`src/rtl/wb_zamanlayici_if.sv`:
```
// Wishbone B4 classic single-beat bus bundle between the core bridge (master)
// and the timer peripheral (slave).
interface wb_zamanlayici_if #(
    parameter int ADRES_GENISLIGI  = 8,
    parameter int SOZCUK_GENISLIGI = 32
);
    logic [ADRES_GENISLIGI-1:0]  wbs_adr_i;
    logic [SOZCUK_GENISLIGI-1:0] wbs_dat_i;
    logic [SOZCUK_GENISLIGI-1:0] wbs_dat_o;
    logic                        wbs_we_i;
    logic                        wbs_stb_i;
    logic                        wbs_cyc_i;
    logic                        wbs_ack_o;

    modport slave (
        input  wbs_adr_i, wbs_dat_i, wbs_we_i, wbs_stb_i, wbs_cyc_i,
        output wbs_dat_o, wbs_ack_o
    );

    modport master (
        output wbs_adr_i, wbs_dat_i, wbs_we_i, wbs_stb_i, wbs_cyc_i,
        input  wbs_dat_o, wbs_ack_o
    );
endinterface

```
`src/rtl/wb_zamanlayici.sv`:
```
// Wishbone slave timer: prescaled 32-bit up-counter with compare match,
// optional auto-reload, sticky match flag and level interrupt.
module wb_zamanlayici #(
    parameter int ADRES_GENISLIGI     = 8,
    parameter int SOZCUK_GENISLIGI    = 32,
    parameter int ON_BOLUCU_GENISLIGI = 16
) (
    input  logic             clk_i,
    input  logic             rst_i,
    wb_zamanlayici_if.slave  wb,
    output logic             kesme_o
);
    localparam int KW = ADRES_GENISLIGI - 2;
    localparam int DW = SOZCUK_GENISLIGI;
    localparam int PW = ON_BOLUCU_GENISLIGI;

    localparam logic [KW-1:0] K_KONTROL   = KW'(0);
    localparam logic [KW-1:0] K_ON_BOLUCU = KW'(1);
    localparam logic [KW-1:0] K_SAYAC     = KW'(2);
    localparam logic [KW-1:0] K_KARSI     = KW'(3);
    localparam logic [KW-1:0] K_DURUM     = KW'(4);

    typedef enum logic [0:0] {BOSTA = 1'b0, ACK = 1'b1} durum_t;

    durum_t          durum_r;
    durum_t          durum_s;
    logic            ack_r;
    logic [DW-1:0]   dat_r;
    logic            etkin_r;
    logic            oto_r;
    logic            kesme_etkin_r;
    logic [PW-1:0]   on_bolucu_r;
    logic [PW-1:0]   on_sayac_r;
    logic [DW-1:0]   sayac_r;
    logic [DW-1:0]   karsi_r;
    logic            eslesme_r;

    logic [KW-1:0]   kelime_s;
    logic            erisim_s;
    logic            oku_s;
    logic            yaz_s;
    logic            tik_s;
    logic            esit_s;
    logic [DW-1:0]   okuma_s;
    logic            adres_unused_s;

    assign kelime_s       = wb.wbs_adr_i[ADRES_GENISLIGI-1:2];
    assign adres_unused_s = ^wb.wbs_adr_i[1:0];
    assign erisim_s       = (durum_r == BOSTA) && wb.wbs_stb_i && wb.wbs_cyc_i;
    assign oku_s          = erisim_s && !wb.wbs_we_i;
    assign yaz_s          = erisim_s && wb.wbs_we_i;
    assign tik_s          = etkin_r && (on_sayac_r == on_bolucu_r);
    assign esit_s         = (sayac_r == karsi_r);

    assign wb.wbs_ack_o = ack_r;
    assign wb.wbs_dat_o = dat_r;
    // Both operands are flops, so the interrupt has no path from the bus inputs.
    assign kesme_o      = eslesme_r && kesme_etkin_r;

    // Bus FSM state register
    always_ff @(posedge clk_i) begin
        if (rst_i) begin
            durum_r <= BOSTA;
        end else begin
            durum_r <= durum_s;
        end
    end

    // Bus FSM next state: one ack cycle per accepted strobe, then idle again
    always_comb begin
        durum_s = durum_r;
        case (durum_r)
            BOSTA: begin
                if (wb.wbs_stb_i && wb.wbs_cyc_i) begin
                    durum_s = ACK;
                end else begin
                    durum_s = BOSTA;
                end
            end
            ACK:     durum_s = BOSTA;
            default: durum_s = BOSTA;
        endcase
    end

    // Read data mux; unmapped offsets and unused bits read as zero
    always_comb begin
        okuma_s = '0;
        case (kelime_s)
            K_KONTROL:   okuma_s = {{(DW-3){1'b0}}, kesme_etkin_r, oto_r, etkin_r};
            K_ON_BOLUCU: okuma_s = DW'(on_bolucu_r);
            K_SAYAC:     okuma_s = sayac_r;
            K_KARSI:     okuma_s = karsi_r;
            K_DURUM:     okuma_s = {{(DW-1){1'b0}}, eslesme_r};
            default:     okuma_s = '0;
        endcase
    end

    // Registered ack and read data; data holds outside the ack cycle
    always_ff @(posedge clk_i) begin
        if (rst_i) begin
            ack_r <= 1'b0;
            dat_r <= '0;
        end else begin
            ack_r <= erisim_s;
            if (oku_s) begin
                dat_r <= okuma_s;
            end else begin
                dat_r <= dat_r;
            end
        end
    end

    // Prescaler counter: free-runs while enabled and restarts on every tik
    always_ff @(posedge clk_i) begin
        if (rst_i) begin
            on_sayac_r <= '0;
        end else if (!etkin_r || tik_s) begin
            on_sayac_r <= '0;
        end else begin
            on_sayac_r <= on_sayac_r + PW'(1);
        end
    end

    // Timer registers; later assignments win, giving bus writes and match-set priority
    always_ff @(posedge clk_i) begin
        if (rst_i) begin
            etkin_r       <= 1'b0;
            oto_r         <= 1'b0;
            kesme_etkin_r <= 1'b0;
            on_bolucu_r   <= '0;
            sayac_r       <= '0;
            karsi_r       <= '0;
            eslesme_r     <= 1'b0;
        end else begin
            if (yaz_s && (kelime_s == K_DURUM) && wb.wbs_dat_i[0]) begin
                eslesme_r <= 1'b0;
            end
            if (tik_s) begin
                if (esit_s) begin
                    eslesme_r <= 1'b1;
                    if (oto_r) begin
                        sayac_r <= '0;
                    end else begin
                        etkin_r <= 1'b0;
                    end
                end else begin
                    sayac_r <= sayac_r + DW'(1);
                end
            end
            if (yaz_s) begin
                case (kelime_s)
                    K_KONTROL: begin
                        etkin_r       <= wb.wbs_dat_i[0];
                        oto_r         <= wb.wbs_dat_i[1];
                        kesme_etkin_r <= wb.wbs_dat_i[2];
                    end
                    K_ON_BOLUCU: on_bolucu_r <= wb.wbs_dat_i[PW-1:0];
                    K_SAYAC:     sayac_r     <= wb.wbs_dat_i;
                    K_KARSI:     karsi_r     <= wb.wbs_dat_i;
                    default: begin
                    end
                endcase
            end
        end
    end
endmodule

```
`src/flat_wrapper.sv`:
```
// flat-port wrapper written by rule: the top's interface ports become plain ports
module wb_zamanlayici_flat 
#(
    parameter int ADRES_GENISLIGI     = 8,
    parameter int SOZCUK_GENISLIGI    = 32,
    parameter int ON_BOLUCU_GENISLIGI = 16
)
  (clk_i, rst_i, kesme_o, wb_wbs_adr_i, wb_wbs_dat_i, wb_wbs_we_i, wb_wbs_stb_i, wb_wbs_cyc_i, wb_wbs_dat_o, wb_wbs_ack_o);
  wb_zamanlayici_if #(.ADRES_GENISLIGI(ADRES_GENISLIGI), .SOZCUK_GENISLIGI(SOZCUK_GENISLIGI)) wb_i ();
  input  logic clk_i;
  input  logic rst_i;
  output logic kesme_o;
  input wire logic [$bits(wb_i.wbs_adr_i)-1:0] wb_wbs_adr_i;
  input wire logic [$bits(wb_i.wbs_dat_i)-1:0] wb_wbs_dat_i;
  input wire logic [$bits(wb_i.wbs_we_i)-1:0] wb_wbs_we_i;
  input wire logic [$bits(wb_i.wbs_stb_i)-1:0] wb_wbs_stb_i;
  input wire logic [$bits(wb_i.wbs_cyc_i)-1:0] wb_wbs_cyc_i;
  output wire logic [$bits(wb_i.wbs_dat_o)-1:0] wb_wbs_dat_o;
  output wire logic [$bits(wb_i.wbs_ack_o)-1:0] wb_wbs_ack_o;
  assign wb_i.wbs_adr_i = wb_wbs_adr_i;
  assign wb_i.wbs_dat_i = wb_wbs_dat_i;
  assign wb_i.wbs_we_i = wb_wbs_we_i;
  assign wb_i.wbs_stb_i = wb_wbs_stb_i;
  assign wb_i.wbs_cyc_i = wb_wbs_cyc_i;
  assign wb_wbs_dat_o = wb_i.wbs_dat_o;
  assign wb_wbs_ack_o = wb_i.wbs_ack_o;
  wb_zamanlayici #(.ADRES_GENISLIGI(ADRES_GENISLIGI), .SOZCUK_GENISLIGI(SOZCUK_GENISLIGI), .ON_BOLUCU_GENISLIGI(ON_BOLUCU_GENISLIGI)) u_core (.clk_i(clk_i), .rst_i(rst_i), .wb(wb_i), .kesme_o(kesme_o));
endmodule
```
`config.mk`:
```
export PLATFORM = sky130hd
export DESIGN_NAME = wb_zamanlayici_flat
export DESIGN_NICKNAME = d
export VERILOG_FILES = /design/src/rtl/wb_zamanlayici_if.sv /design/src/rtl/wb_zamanlayici.sv /design/src/flat_wrapper.sv
export SDC_FILE = /design/constraint.sdc
export NUM_CORES = 1
export LEC_CHECK = 0
export BUFFER_PORTS_ARGS = -buffer_cell sky130_fd_sc_hd__buf_2
export CELL_PAD_IN_SITES_DETAIL_PLACEMENT = 0
export CELL_PAD_IN_SITES_GLOBAL_PLACEMENT = 1
export CORE_MARGIN = 3
export CORE_UTILIZATION = 35
export CTS_CLUSTER_SIZE = 12
export DETAILED_ROUTE_END_ITERATION = 7
export PLACE_DENSITY_LB_ADDON = 0.1
export SLEW_MARGIN = 20
export SYNTH_ARGS = -nofsm -noshare
export SYNTH_HDL_FRONTEND = slang
export SYNTH_SLANG_ARGS = --single-unit
```
`constraint.sdc`:
```
create_clock -name clk_i -period 2.4 [get_ports clk_i]
set_clock_uncertainty 0.15 [all_clocks]
set_input_delay 0.24 -clock clk_i [delete_from_list [all_inputs] [get_ports clk_i]]
set_output_delay 0.24 -clock clk_i [all_outputs]
set_load 0.02 [all_outputs]
```
=== Word-level counts from Yosys, hierarchy flattened ===
Cells that the tools add are included.

* Add/sub/neg operators: 2
* Multiply operators: 0
* Div/mod/pow operators: 0
* Order comparisons: 0
* Equality and inequality tests: 6
* Shift-type cells: 0
* Muxes and demuxes: 16
* Bitwise logic cells: 1
* Reductions and logical operators: 17

{| class="wikitable"
|+ Operator list
! kind !! count
|-
| 32-bit two-way mux || 5
|-
| 32-bit one-hot mux with 5 select lines || 1
|-
| 32-bit by 1-bit adder with 32-bit output (second input constant) || 1
|-
| 32-bit == test || 1
|-
| 16-bit by 1-bit adder with 16-bit output (second input constant) || 1
|-
| 16-bit == test || 1
|-
| 6-bit by 2-bit == test with 1-bit output (second input constant) || 2
|-
| 1-bit logical AND || 9
|-
| 1-bit two-way mux || 9
|-
| 6-bit by 1-bit == test with 1-bit output (second input constant) || 1
|-
| 6-bit by 3-bit == test with 1-bit output (second input constant) || 1
|-
| 6-bit logical NOT || 1
|-
| 2-bit AND reduction || 3
|-
| 1-bit logical NOT || 2
|-
| 1-bit one-hot mux with 2 select lines || 1
|-
| 2-bit OR reduction || 1
|-
| 1-bit logical OR || 1
|-
| 1-bit NOT || 1
|}

* Bits in registers: 134
* Bits in latches: 0
* Bits in writable memories: 0
* Bits in read-only memories: 0
* Input port bits: 45
* Logic and storage cells: 53
* Memories: 0

=== Logic depth before layout (Yosys ltp) ===
* Depth after elaboration: 9
* Gate-level depth with buffers: 9
* Depth with buffers taken out: 8

=== Worst setup path before layout ===
No wires, ideal clock.

* Path type: reg-to-reg
* Start: register u_core.sayac_r[0]
* End: register u_core.sayac_r[30]
* Arrival time: 2.088 ns
* Data required time: 2.159 ns
* Setup slack: 0.071 ns
* Stages on the path, launching flop included: 7
* Path buffers: 0
* Period minus slack after synthesis: 2.329 ns
* Path through: dfxtp_1 ha_1 nand4_1 nor4_2 nand2_1 or4_1 a311oi_1

* Word-level cells in the longest chain between the ends: 5

{| class="wikitable"
|+ Ends and longest elaborated chain
! element !! RTL line !! source
|-
| start: declaration || wb_zamanlayici.sv:34 || <nowiki>logic [DW-1:0] sayac_r;</nowiki>
|-
| start signal: assignment || wb_zamanlayici.sv:147 || <nowiki>sayac_r <= sayac_r + DW'(1);</nowiki>
|-
| start signal: assignment || wb_zamanlayici.sv:158 || <nowiki>K_SAYAC: sayac_r <= wb.wbs_dat_i;</nowiki>
|-
| 32-bit by 1-bit adder with 32-bit output / 32-bit == test (equally long branches) || wb_zamanlayici.sv:147, wb_zamanlayici.sv:53 ||
|-
| 32-bit two-way mux * || wb_zamanlayici.sv:139 || <nowiki>if (esit_s) begin</nowiki>
|-
| 32-bit two-way mux * || wb_zamanlayici.sv:138 || <nowiki>if (tik_s) begin</nowiki>
|-
| 32-bit two-way mux || wb_zamanlayici.sv:151 || <nowiki>case (kelime_s)</nowiki>
|-
| 32-bit two-way mux * || wb_zamanlayici.sv:150 || <nowiki>if (yaz_s) begin</nowiki>
|}

Mark *: on every way between the ends. The rest lies on a longest branch, timed or not.
A chain may end at the register's enable or synchronous reset.

=== Worst setup path after layout ===
* Start: register u_core.on_bolucu_r[2]
* End: register u_core.sayac_r[23]

* Word-level cells in the longest chain between the ends: 5

{| class="wikitable"
|+ Ends and longest elaborated chain
! element !! RTL line !! source
|-
| start: declaration || wb_zamanlayici.sv:32 || <nowiki>logic [PW-1:0] on_bolucu_r;</nowiki>
|-
| start signal: assignment || wb_zamanlayici.sv:157 || <nowiki>K_ON_BOLUCU: on_bolucu_r <= wb.wbs_dat_i[PW-1:0];</nowiki>
|-
| 16-bit == test * || wb_zamanlayici.sv:52 || <nowiki>assign tik_s = etkin_r && (on_sayac_r == on_bolucu_r);</nowiki>
|-
| 1-bit logical AND * || wb_zamanlayici.sv:52 ||
|-
| 32-bit two-way mux * || wb_zamanlayici.sv:138 ||
|-
| 32-bit two-way mux || wb_zamanlayici.sv:151 ||
|-
| 32-bit two-way mux * || wb_zamanlayici.sv:150 ||
|}

Marked as above.

==> impl_metrics.py <==
metrics = {
    "routing": {
        "ant_nets": 0,
        "dr.pass1.iters": 7,
        "totalWireLength_um": 23400,
        "vias": 6988,
        "vias_per_cell": 5.19,
        "wl_per_cell_um": 17.4,
        "drc": 0,
        "drtIter0Drc": 448,
    },
    "yosys": {
        "synth_xor_area_share_pct": 8.81,
        "synth_top_family_by_area": "simple AND/OR/NAND/NOR gates",
        "synthArstFlopShare_pct": 0,
        "synth-edff-count": 0,
        "synth_fp_nets": 913,
        "synth_adder_area_share_pct": 0.370,
        "synth-compound-area-share_pct": 17.6,
        "yosys_warnings": 0,
        "synth_top_area_share_pct": 39.7,
        "synth_area_per_cell_um2": 7.81,
        "synth-seq-cells": 134,
        "ys.flop_type": "dfxtp_1",
        "syn_area_um2": 6760,
        "synthSimpleGateAreaFrac_pct": 25.4,
        "muxShareOfSynthArea_pct": 3.26,
        "synth_cells": 866,
        "synth_top_area_cell": "dfxtp_1",
        "synthDistinctLibCells": 53,
        "synthTopCellsByArea": "dfxtp_1, a21oi_1, nand2_1, nor2_1, xor2_1",
        "ys_seq_area_share_pct": 39.7,
    },
    "final_layout": {
        "fin_nets": 1125,
        "fin_cells": 1346,
        "syn2layout_area_growth_pct": 39.0,
        "fin_util_pct": 49.9,
        "diodes": 0,
        "multiInputGateArea_um2": 3940,
        "register_area_um2": 2690,
        "layout-drive-gt1-share_pct": 29.0,
        "num-fill-cells": 1834,
    },
    "sta": {
        "period_needed_ns": 2.51,
        "grt_setup_unrepaired": "yes",
        "max_freq_mhz": 398,
        "setup_violations": 15,
        "slew_violations": 0,
        "slew-limit-headroom_pct": 59.0,
        "worst_slack_ns": -0.114,
        "tightest_slew_ns": 0.614,
        "whs_ns": 0.0510,
        "fin_crit_sh_pct": 105,
        "final-hold-violation-count": 0,
    },
    "worst_setup_path": {
        "crit_path_start_kind": "flip-flop",
        "cp.required_ns": 2.53,
        "path_max_fanout": 7,
        "crit_arrival_ns": 2.65,
        "cp_slowest_cell": "nor3_1",
        "crit_start": "u_core.on_bolucu_r[2]",
        "cpPeakStageDelay_ns": 0.50,
        "cp-end-kind": "flip-flop",
        "path_class": "flip-flop to flip-flop",
        "path_cells": "xnor2_2 > nand4_1 > nor4_4 > buf_4 > o211ai_4 > buf_12 > nor3_1 > and2_1 > o22ai_1",
        "rr_startpoint": "u_core.on_bolucu_r[2]",
        "critical-path-top-delay-family": "simple AND/OR/NAND/NOR gates",
        "path_buf_inv": 2,
        "rrSetupSlack_ns": -0.11,
    },
    "power_and_ir_drop": {
        "power_density_nw_per_um2": 517,
        "p_leak_nw": 3.73,
        "ir_drop_uv": 490,
    },
    "die": {
        "pin_count": 79,
        "dieWidth_um": 145,
        "initial_core_util_pct": 35.9,
        "rows": 50,
        "die-area_um2": 21000,
        "dieHeight_um": 145,
        "core_um2": 18800,
    },
    "outcome": {
        "failed_checks": "negative setup slack",
        "status": "finished with violations",
    },
    "clock_network": {
        "numCtsBuffers": 17,
        "root_buffer": "clkbuf_16",
        "worstSkewPairLatency_ns": 0.43,
        "clk_pin_slew_ns": 0.05,
        "cts.htree.levels": 4,
        "cts_tree": "yes",
        "cts.sinks": 134,
        "clk_path_buf_depth": 2,
    },
    "place": {
        "dp.cells": 1284,
        "dp.final_hpwl_um": 16900,
        "pre_cts_slack_ns": -0.157,
        "gp_congestion": 0.892,
        "io_buffers": 76,
    },
    "grt": {
        "grt_antenna_before_repair": 0,
        "first_global_vias": 6717,
        "gr-usage-all-layers_pct": 21.9,
        "grt-ovfl-total": 0,
        "grt_max_degree": 53,
        "grt_pass1_wl_um": 37100,
    },
    "min_path": {
        "min_from": "rst_i",
        "hold_path.class": "primary input to flip-flop",
    },
    "job": {
        "drv_cap": 0,
    },
}
## registers in the layout (all words and copies together), names as in the netlist
signal                count
u_core.karsi_r           32
u_core.sayac_r           32
u_core.wb.wbs_dat_o      32
u_core.on_bolucu_r       16
u_core.on_sayac_r        16
u_core.durum_r            1
u_core.eslesme_r          1
u_core.etkin_r            1
u_core.kesme_etkin_r      1
u_core.oto_r              1
u_core.wb.wbs_ack_o       1
## power breakdown
part	internal (W)	switching [W]	total [W]
Sequential	0.00223	0.00000222	0.00223
Combinational	0.000102	0.000146	0.000248
Clock	0.00142	0.000959	0.00238
## worst register-to-register path, delay by kind of cell (launching register included)
kind | cells | cell delay [ns]
simple gates | 4 | 1.16
buf+inv | 2 | 0.37
compound gates | 2 | 0.19
flops | 1 | 0.37
xor+xnor | 1 | 0.13
## worst paths after layout
| kind | to | cells past startpoint |
|---|---|---|
| min | u_core.wb.wbs_dat_o[3] | 2 |
| min reg2reg | u_core.wb.wbs_dat_o[7] | 2 |
| max | u_core.sayac_r[23] | 9 |
| max reg2reg | u_core.sayac_r[23] | 9 |
## layout by cell type, fill, tap and decap left out, types with 4 or more instances in the layout
master / Yosys / layout
xnor2_1: 27 / 24
nand4_1: 16 / 16
a21oi_1: 97 / 97
inv_1: 7 / 7
buf_4: 0 / 143
a211oi_1: 11 / 9
xor2_1: 41 / 39
nor2_1: 121 / 118
o21a_1: 5 / 5
clkbuf_8: 0 / 5
and3_1: 9 / 9
o21ai_0: 15 / 9
nand2_1: 125 / 122
or3_1: 5 / 5
o21ai_1: 2 / 8
clkbuf_16: 0 / 18
dlygate4sd3_1: 0 / 33
dfxtp_2: 0 / 8
nor3_1: 23 / 18
buf_2: 13 / 75
nor4_2: 1 / 9
nor4_1: 14 / 6
dfxtp_1: 134 / 126
and2_1: 11 / 11
nand3_1: 38 / 38
a311oi_1: 6 / 4
o211ai_1: 4 / 4
mux2_2: 14 / 15
a22oi_1: 29 / 29
nor3_2: 1 / 6
or4_1: 4 / 4
## cell families after synthesis
logic type / Yosys count
AO/OA/AOI/OAI: 191
adder cells (fa/ha/maj): 2
XOR/XNOR: 68
buffers and inverters: 72
flip-flops: 134
AND/OR/NAND/NOR: 379
multiplexers: 20
## layer usage
metal	share of wire, %	track usage, %
met5	0	0
met4	1.2	6.13
met3	4.9	4.06
met2	45	34.0
met1	49	31.3
## synthesized netlist by cell type (6+ instances only)
cell      count
dfxtp_1     134
a22oi_1      29
a21oi_1      97
mux2_2       14
nand2_1     125
buf_2        13
xnor2_1      27
nand3_1      38
nor3_1       23
and2_1       11
o21ai_0      15
and3_1        9
clkbuf_1     44
xor2_1       41
nor4_1       14
nor2_1      121
nand4_1      16
a311oi_1      6
inv_1         7
a211oi_1     11
buf_6         6
## timing repair
action,CTS,global route
pin swaps,5,23
hold endpoints to repair,77,0
gates resized for setup,14,40
gates cloned,0,1
setup buffers,1,0
hold buffers,33,0
setup endpoints to repair,28,49
## layout make-up
cell class | instances | area share, %
Timing Repair Buffer | 258 | 20.2
Clock buffer | 23 | 5.30
Inverter | 7 | 0.280
Clock inverter | 4 | 0.253
Sequential cell | 134 | 28.6
Multi-Input combinational cell | 660 | 41.9
Tap cell | 260 | 3.46
## through the flow
step	instance area, µm²	power, W	TNS, ns
after CTS	9230	0.00490	-0.164
final	9400	0.00486	-0.777
after detailed placement	8300	0.00248	-2.52
after global placement	8300	0.00248	-2.46
after floorplan	6760	0.00237	0
after global routing	9400	0.00501	-3.52
Note: power is estimated with default switching activity, not from simulation.
